<file path="src/rtl/bcd_pkg.sv">
// bcd_pkg: shared FSM states, digit type and constants for the binary-to-BCD converter
package bcd_pkg;
    typedef enum logic [1:0] {IDLE, SHIFT, DONE} state_t;
    typedef logic [3:0] bcd_digit_t;
    localparam int MAX_DEC = 9999;
    localparam int NUM_DIG = 4;
    localparam int ACC_DIG = NUM_DIG + 1;
endpackage

</file>
<file path="src/rtl/bcd_add3.sv">
// bcd_add3: double-dabble digit correction, adds 3 to any digit of 5 or more
module bcd_add3
    import bcd_pkg::*;
(
    input  bcd_digit_t d_i,
    output bcd_digit_t d_o
);
    assign d_o = (d_i >= 4'd5) ? d_i + 4'd3 : d_i;
endmodule

</file>
<file path="src/rtl/bin_to_bcd_seq.sv">
// bin_to_bcd_seq: sequential shift-add-3 binary to 4-digit BCD converter, one bit per cycle.
// Define BCD_SATURATE_EN to clamp inputs above 9999 to 9999 and raise overflow.
module bin_to_bcd_seq
    import bcd_pkg::*;
#(
    parameter int BIN_W = 14
) (
    input  logic             clk,
    input  logic             rst,
    input  logic             start,
    input  logic [BIN_W-1:0] bin_in,
    output logic             busy,
    output logic             done,
    output logic [3:0]       unidad,
    output logic [3:0]       decena,
    output logic [3:0]       centena,
    output logic [3:0]       miles,
    output logic             overflow
);
    localparam int CNT_W = $clog2(BIN_W + 1);
    localparam int ACC_W = 4 * ACC_DIG;
    localparam int OUT_W = 4 * NUM_DIG;

    state_t             state_q, state_d;
    logic [BIN_W-1:0]   bin_q, bin_d;
    logic [ACC_W-1:0]   acc_q, acc_d, acc_adj, acc_sh;
    logic [BIN_W-1:0]   bin_sh;
    logic [CNT_W-1:0]   cnt_q, cnt_d;
    logic [OUT_W-1:0]   dig_q, dig_d, res;
    logic               ovf_q, ovf_d, res_ovf;

    for (genvar g = 0; g < ACC_DIG; g++) begin : g_add3
        bcd_add3 u_add3 (.d_i(acc_q[4*g +: 4]), .d_o(acc_adj[4*g +: 4]));
    end

    assign {acc_sh, bin_sh} = {acc_adj, bin_q} << 1;

    // a nonzero fifth digit means the input exceeded the four-digit range
`ifdef BCD_SATURATE_EN
    assign res_ovf = acc_sh[OUT_W +: 4] != 4'd0;
    assign res     = res_ovf ? {NUM_DIG{4'd9}} : acc_sh[OUT_W-1:0];
`else
    assign res_ovf = 1'b0;
    assign res     = acc_sh[OUT_W-1:0];
`endif

    always_comb begin
        state_d = state_q;
        bin_d   = bin_q;
        acc_d   = acc_q;
        cnt_d   = cnt_q;
        dig_d   = dig_q;
        ovf_d   = ovf_q;
        if (state_q == SHIFT) begin
            acc_d = acc_sh;
            bin_d = bin_sh;
            cnt_d = cnt_q - CNT_W'(1);
            if (cnt_q == CNT_W'(1)) begin
                state_d = DONE;
                dig_d   = res;
                ovf_d   = res_ovf;
            end
        end else if (start) begin
            state_d = SHIFT;
            bin_d   = bin_in;
            acc_d   = '0;
            cnt_d   = CNT_W'(BIN_W);
        end else begin
            state_d = IDLE;
        end
    end

    always_ff @(posedge clk) begin
        if (rst) begin
            state_q <= IDLE;
            bin_q   <= '0;
            acc_q   <= '0;
            cnt_q   <= '0;
            dig_q   <= '0;
            ovf_q   <= 1'b0;
        end else begin
            state_q <= state_d;
            bin_q   <= bin_d;
            acc_q   <= acc_d;
            cnt_q   <= cnt_d;
            dig_q   <= dig_d;
            ovf_q   <= ovf_d;
        end
    end

    assign busy     = state_q == SHIFT;
    assign done     = state_q == DONE;
    assign overflow = ovf_q;
    assign {miles, centena, decena, unidad} = dig_q;
endmodule

</file>
<file path="config.mk">
export PLATFORM = sky130hd
export DESIGN_NAME = bin_to_bcd_seq
export DESIGN_NICKNAME = d
export VERILOG_FILES = /design/src/rtl/bcd_pkg.sv /design/src/rtl/bcd_add3.sv /design/src/rtl/bin_to_bcd_seq.sv
export SDC_FILE = /design/constraint.sdc
export NUM_CORES = 1
export LEC_CHECK = 0
export BUFFER_PORTS_ARGS = -buffer_cell sky130_fd_sc_hd__buf_2
export CAP_MARGIN = 20
export CORE_MARGIN = 3
export CORE_UTILIZATION = 50
export DETAILED_ROUTE_END_ITERATION = 16
export GPL_TIMING_DRIVEN = 0
export PLACE_DENSITY_LB_ADDON = 0.2
export SLEW_MARGIN = 30
export SYNTH_ARGS = -nofsm -noshare
export SYNTH_HDL_FRONTEND = slang
export SYNTH_SLANG_ARGS = --single-unit
</file>
<file path="constraint.sdc">
create_clock -name clk -period 2.5 [get_ports clk]
set_clock_uncertainty 0.1 [all_clocks]
set_input_delay 0.125 -clock clk [delete_from_list [all_inputs] [get_ports clk]]
set_output_delay 0.125 -clock clk [all_outputs]
set_load 0.01 [all_outputs]
</file>
==> flow_summary.toml <==
[clock_network]
clk_latency_ns = 0.30
cts_setup_buffers = 0
clock-root-buffer = "clkbuf_8"
cts_tree = "yes"
clkSinkCount = 52
cts_made_buffers = 5
clockBufferDepth = 2
cts_hold_buffers = 0
clk_pin_slew_worst_paths_ns = 0.09
cts_max_level = 2
cts_resized = 0

[worst_setup_path]
critical_path.max_fanout = 5
rr_startpoint = "acc_q[8]"
cp-start-kind = "register"
critical_path_required_ns = 2.63
cp.arrival_ns = 1.85
critPathMaxStageDelay_ns = 0.38
path_depth = 6
crit_start = "acc_q[8]"
cpLargestDelayFamily = "compound AO/OA/AOI/OAI gates"
path_buf_inv = 1
r2r_slack_ns = 0.79
path_cells = "inv_1 > ha_1 > nand2b_1 > a21oi_1 > mux2_2 > o21ai_0"
cp-endpoint = "dig_q[10]"
end_kind = "register"
cp_slowest_cell = "mux2_2"
path_class = "reg2reg"
r2r-end = "dig_q[10]"
r2r_cells = 6

[route]
via_count = 1984
detail-route-antenna-nets = 0
drc = 0
wl_per_cell_um = 14.3
avgViaCountPerCell = 5.65
drt_pass1_iterations = 4
drt_wl_total_mm = 5.02
drtIter0Drc = 124

[floorplan]
die_w_um = 75.1
core.rowCount = 24
start_util = 0.534
fp.coreArea_um2 = 4470
dieArea_um2 = 5640
die_h_um = 75.1
num_io_pins = 36

[synth]
ys_seq_elements = 52
netlist_top_cells_count = "52 x dfxtp_1, 20 x o21ai_0, 18 x a21oi_1, 18 x nor2_1, 17 x nand2_1"
synthDistinctLibCells = 37
mappedNetlistArea_um2 = 2390
yosysSeqAreaShare = 0.436
ys_async_sr_fraction = 0
synth_edf_count = 0
synth_top_area_frac = 0.436
yosysWarnings = 0
netlist_instances = 259
syn_avg_cell_area_um2 = 9.22
synth_area_leaders = "dfxtp_1 44%, mux2i_1 6.3%, ha_1 5.2%"
syn-num-nets = 286
synthFlopType = "dfxtp_1"
synth_most_common_cell = "dfxtp_1"
yosysTopAreaCell = "dfxtp_1"

[place]
numPortBuffers = 32
gp_congestion = 0.798
dp_hpwl_mm = 3.62
placed_area_um2 = 2610

[global_route]
grtUsageTotal = 0.195
overflow = 0
grt_first_pass_wirelength_mm = 8.42
antenna_found_initial = 0
grt_pass1_vias = 1826
grt_start_max_net_pins = 16

[sta]
tns_ns = 0
hold_violations = 0
rsz0062_at_grt = "false"
setup_violations = 0
tightest_slew_ns = 0.528
fin_crit_sh = 0.685
finalMaxSlewViolations = 0
final.min_clock_period_ns = 1.71
slew_headroom = 0.648
timing.fmax_mhz = 584

[worst_hold_path]
hold_path.class = "in2reg"

[finish]
fin_area_um2 = 2710
fillCellCount = 402
fin_nets = 325
area_growth_pct = 13.3
final_util = 0.605
drive_above_1_share = 0.204
n_antenna_cell = 0

[job]
cap_violations = 0

[power_and_ir_drop]
power.density_nw_per_um2 = 570
leakagePower_uw = 0.00111
ir_worst_vdd_v = 0.000393

[outcome]
outcome = "finished, final reports clean"
==> worst min-delay path, cell delays in order <==
cell     delay (ns)
buf_2          0.08
mux2i_1        0.06
nor3_1         0.11
==> power by group <==
group          switching [µW]  leakage [µW]  internal, µW  total [µW]
Sequential               19.2      0.000424           857         877
Clock                     272     0.0000510           222         494
Combinational             101      0.000632          70.3         172
==> flip-flops by register name, summed over array words and instances (netlist names) <==
| register | cells |
|---|---|
| state_q | 2 |
| bin_q | 14 |
| acc_q | 16 |
| dig_q | 16 |
| cnt_q | 4 |
==> metrics by stage <==
step	setup WS [ns]	total power (µW)	hold WS, ns	cells
final	0.788	1540	0.0254	351
after CTS	0.778	1550	0.0214	351
after global placement	0.849	1060	0.322	343
after global routing	0.652	1600	0.0683	351
after detailed placement	0.807	1070	0.337	343
after floorplan	0.963	1020	0.220	259
==> kinds of logic after synthesis <==
group / Yosys count / share of synthesized area
simple gates: 77 / 0.173
compound gates: 68 / 0.178
flops: 52 / 0.436
buf+inv: 29 / 0.0676
mux: 18 / 0.0770
fa+ha+maj: 10 / 0.0524
xor+xnor: 4 / 0.0147
other cells: 1 / 0.00157
==> routing by layer <==
layer,share of wire,wire (µm),vias up,global-route usage
met1,0.47,2370,945,0.253
met2,0.47,2380,39,0.329
met3,0.040,203,7,0.0360
li1,-,-,993,-
met4,0.014,68,0,0.0593
met5,0,0,-,0
==> cell usage in the layout, fill, tap and decap left out, types with 4 or more instances in the layout <==
master,count
a211oi_1,14
a21oi_1,18
buf_2,36
buf_4,4
clkbuf_1,5
clkbuf_8,6
dfxtp_1,52
ha_1,10
inv_1,12
mux2i_1,15
nand2_1,17
nand2b_1,4
nand3_1,5
nor2_1,18
nor3_1,7
nor3b_1,7
o21ai_0,20
o22ai_1,9
or3_1,8
xnor2_1,4
==> worst min-delay path by stage <==
stage	start	to	slack [ns]	cells after the start
floorplan	bin_in[0]	bin_q[0]	0.22	2
global placement	bin_in[0]	bin_q[0]	0.32	3
detailed placement	dig_q[9]	dig_q[9]	0.34	2
CTS	bin_in[0]	bin_q[0]	0.02	3
global route	bin_in[4]	bin_q[4]	0.07	3
finish	bin_in[0]	bin_q[0]	0.03	3
==> final cells by class <==
class,count,area [µm²],share of cell area
Buffer,16,105,0.0389
Clock buffer,6,82.6,0.0305
Clock inverter,2,10.0,0.00370
Inverter,13,56.3,0.0208
Multi-Input combinational cell,178,1180,0.438
Sequential cell,52,1040,0.385
Tap cell,52,65.1,0.0241
Timing Repair Buffer,32,160,0.0592
Power figures use the tool's default switching activity.
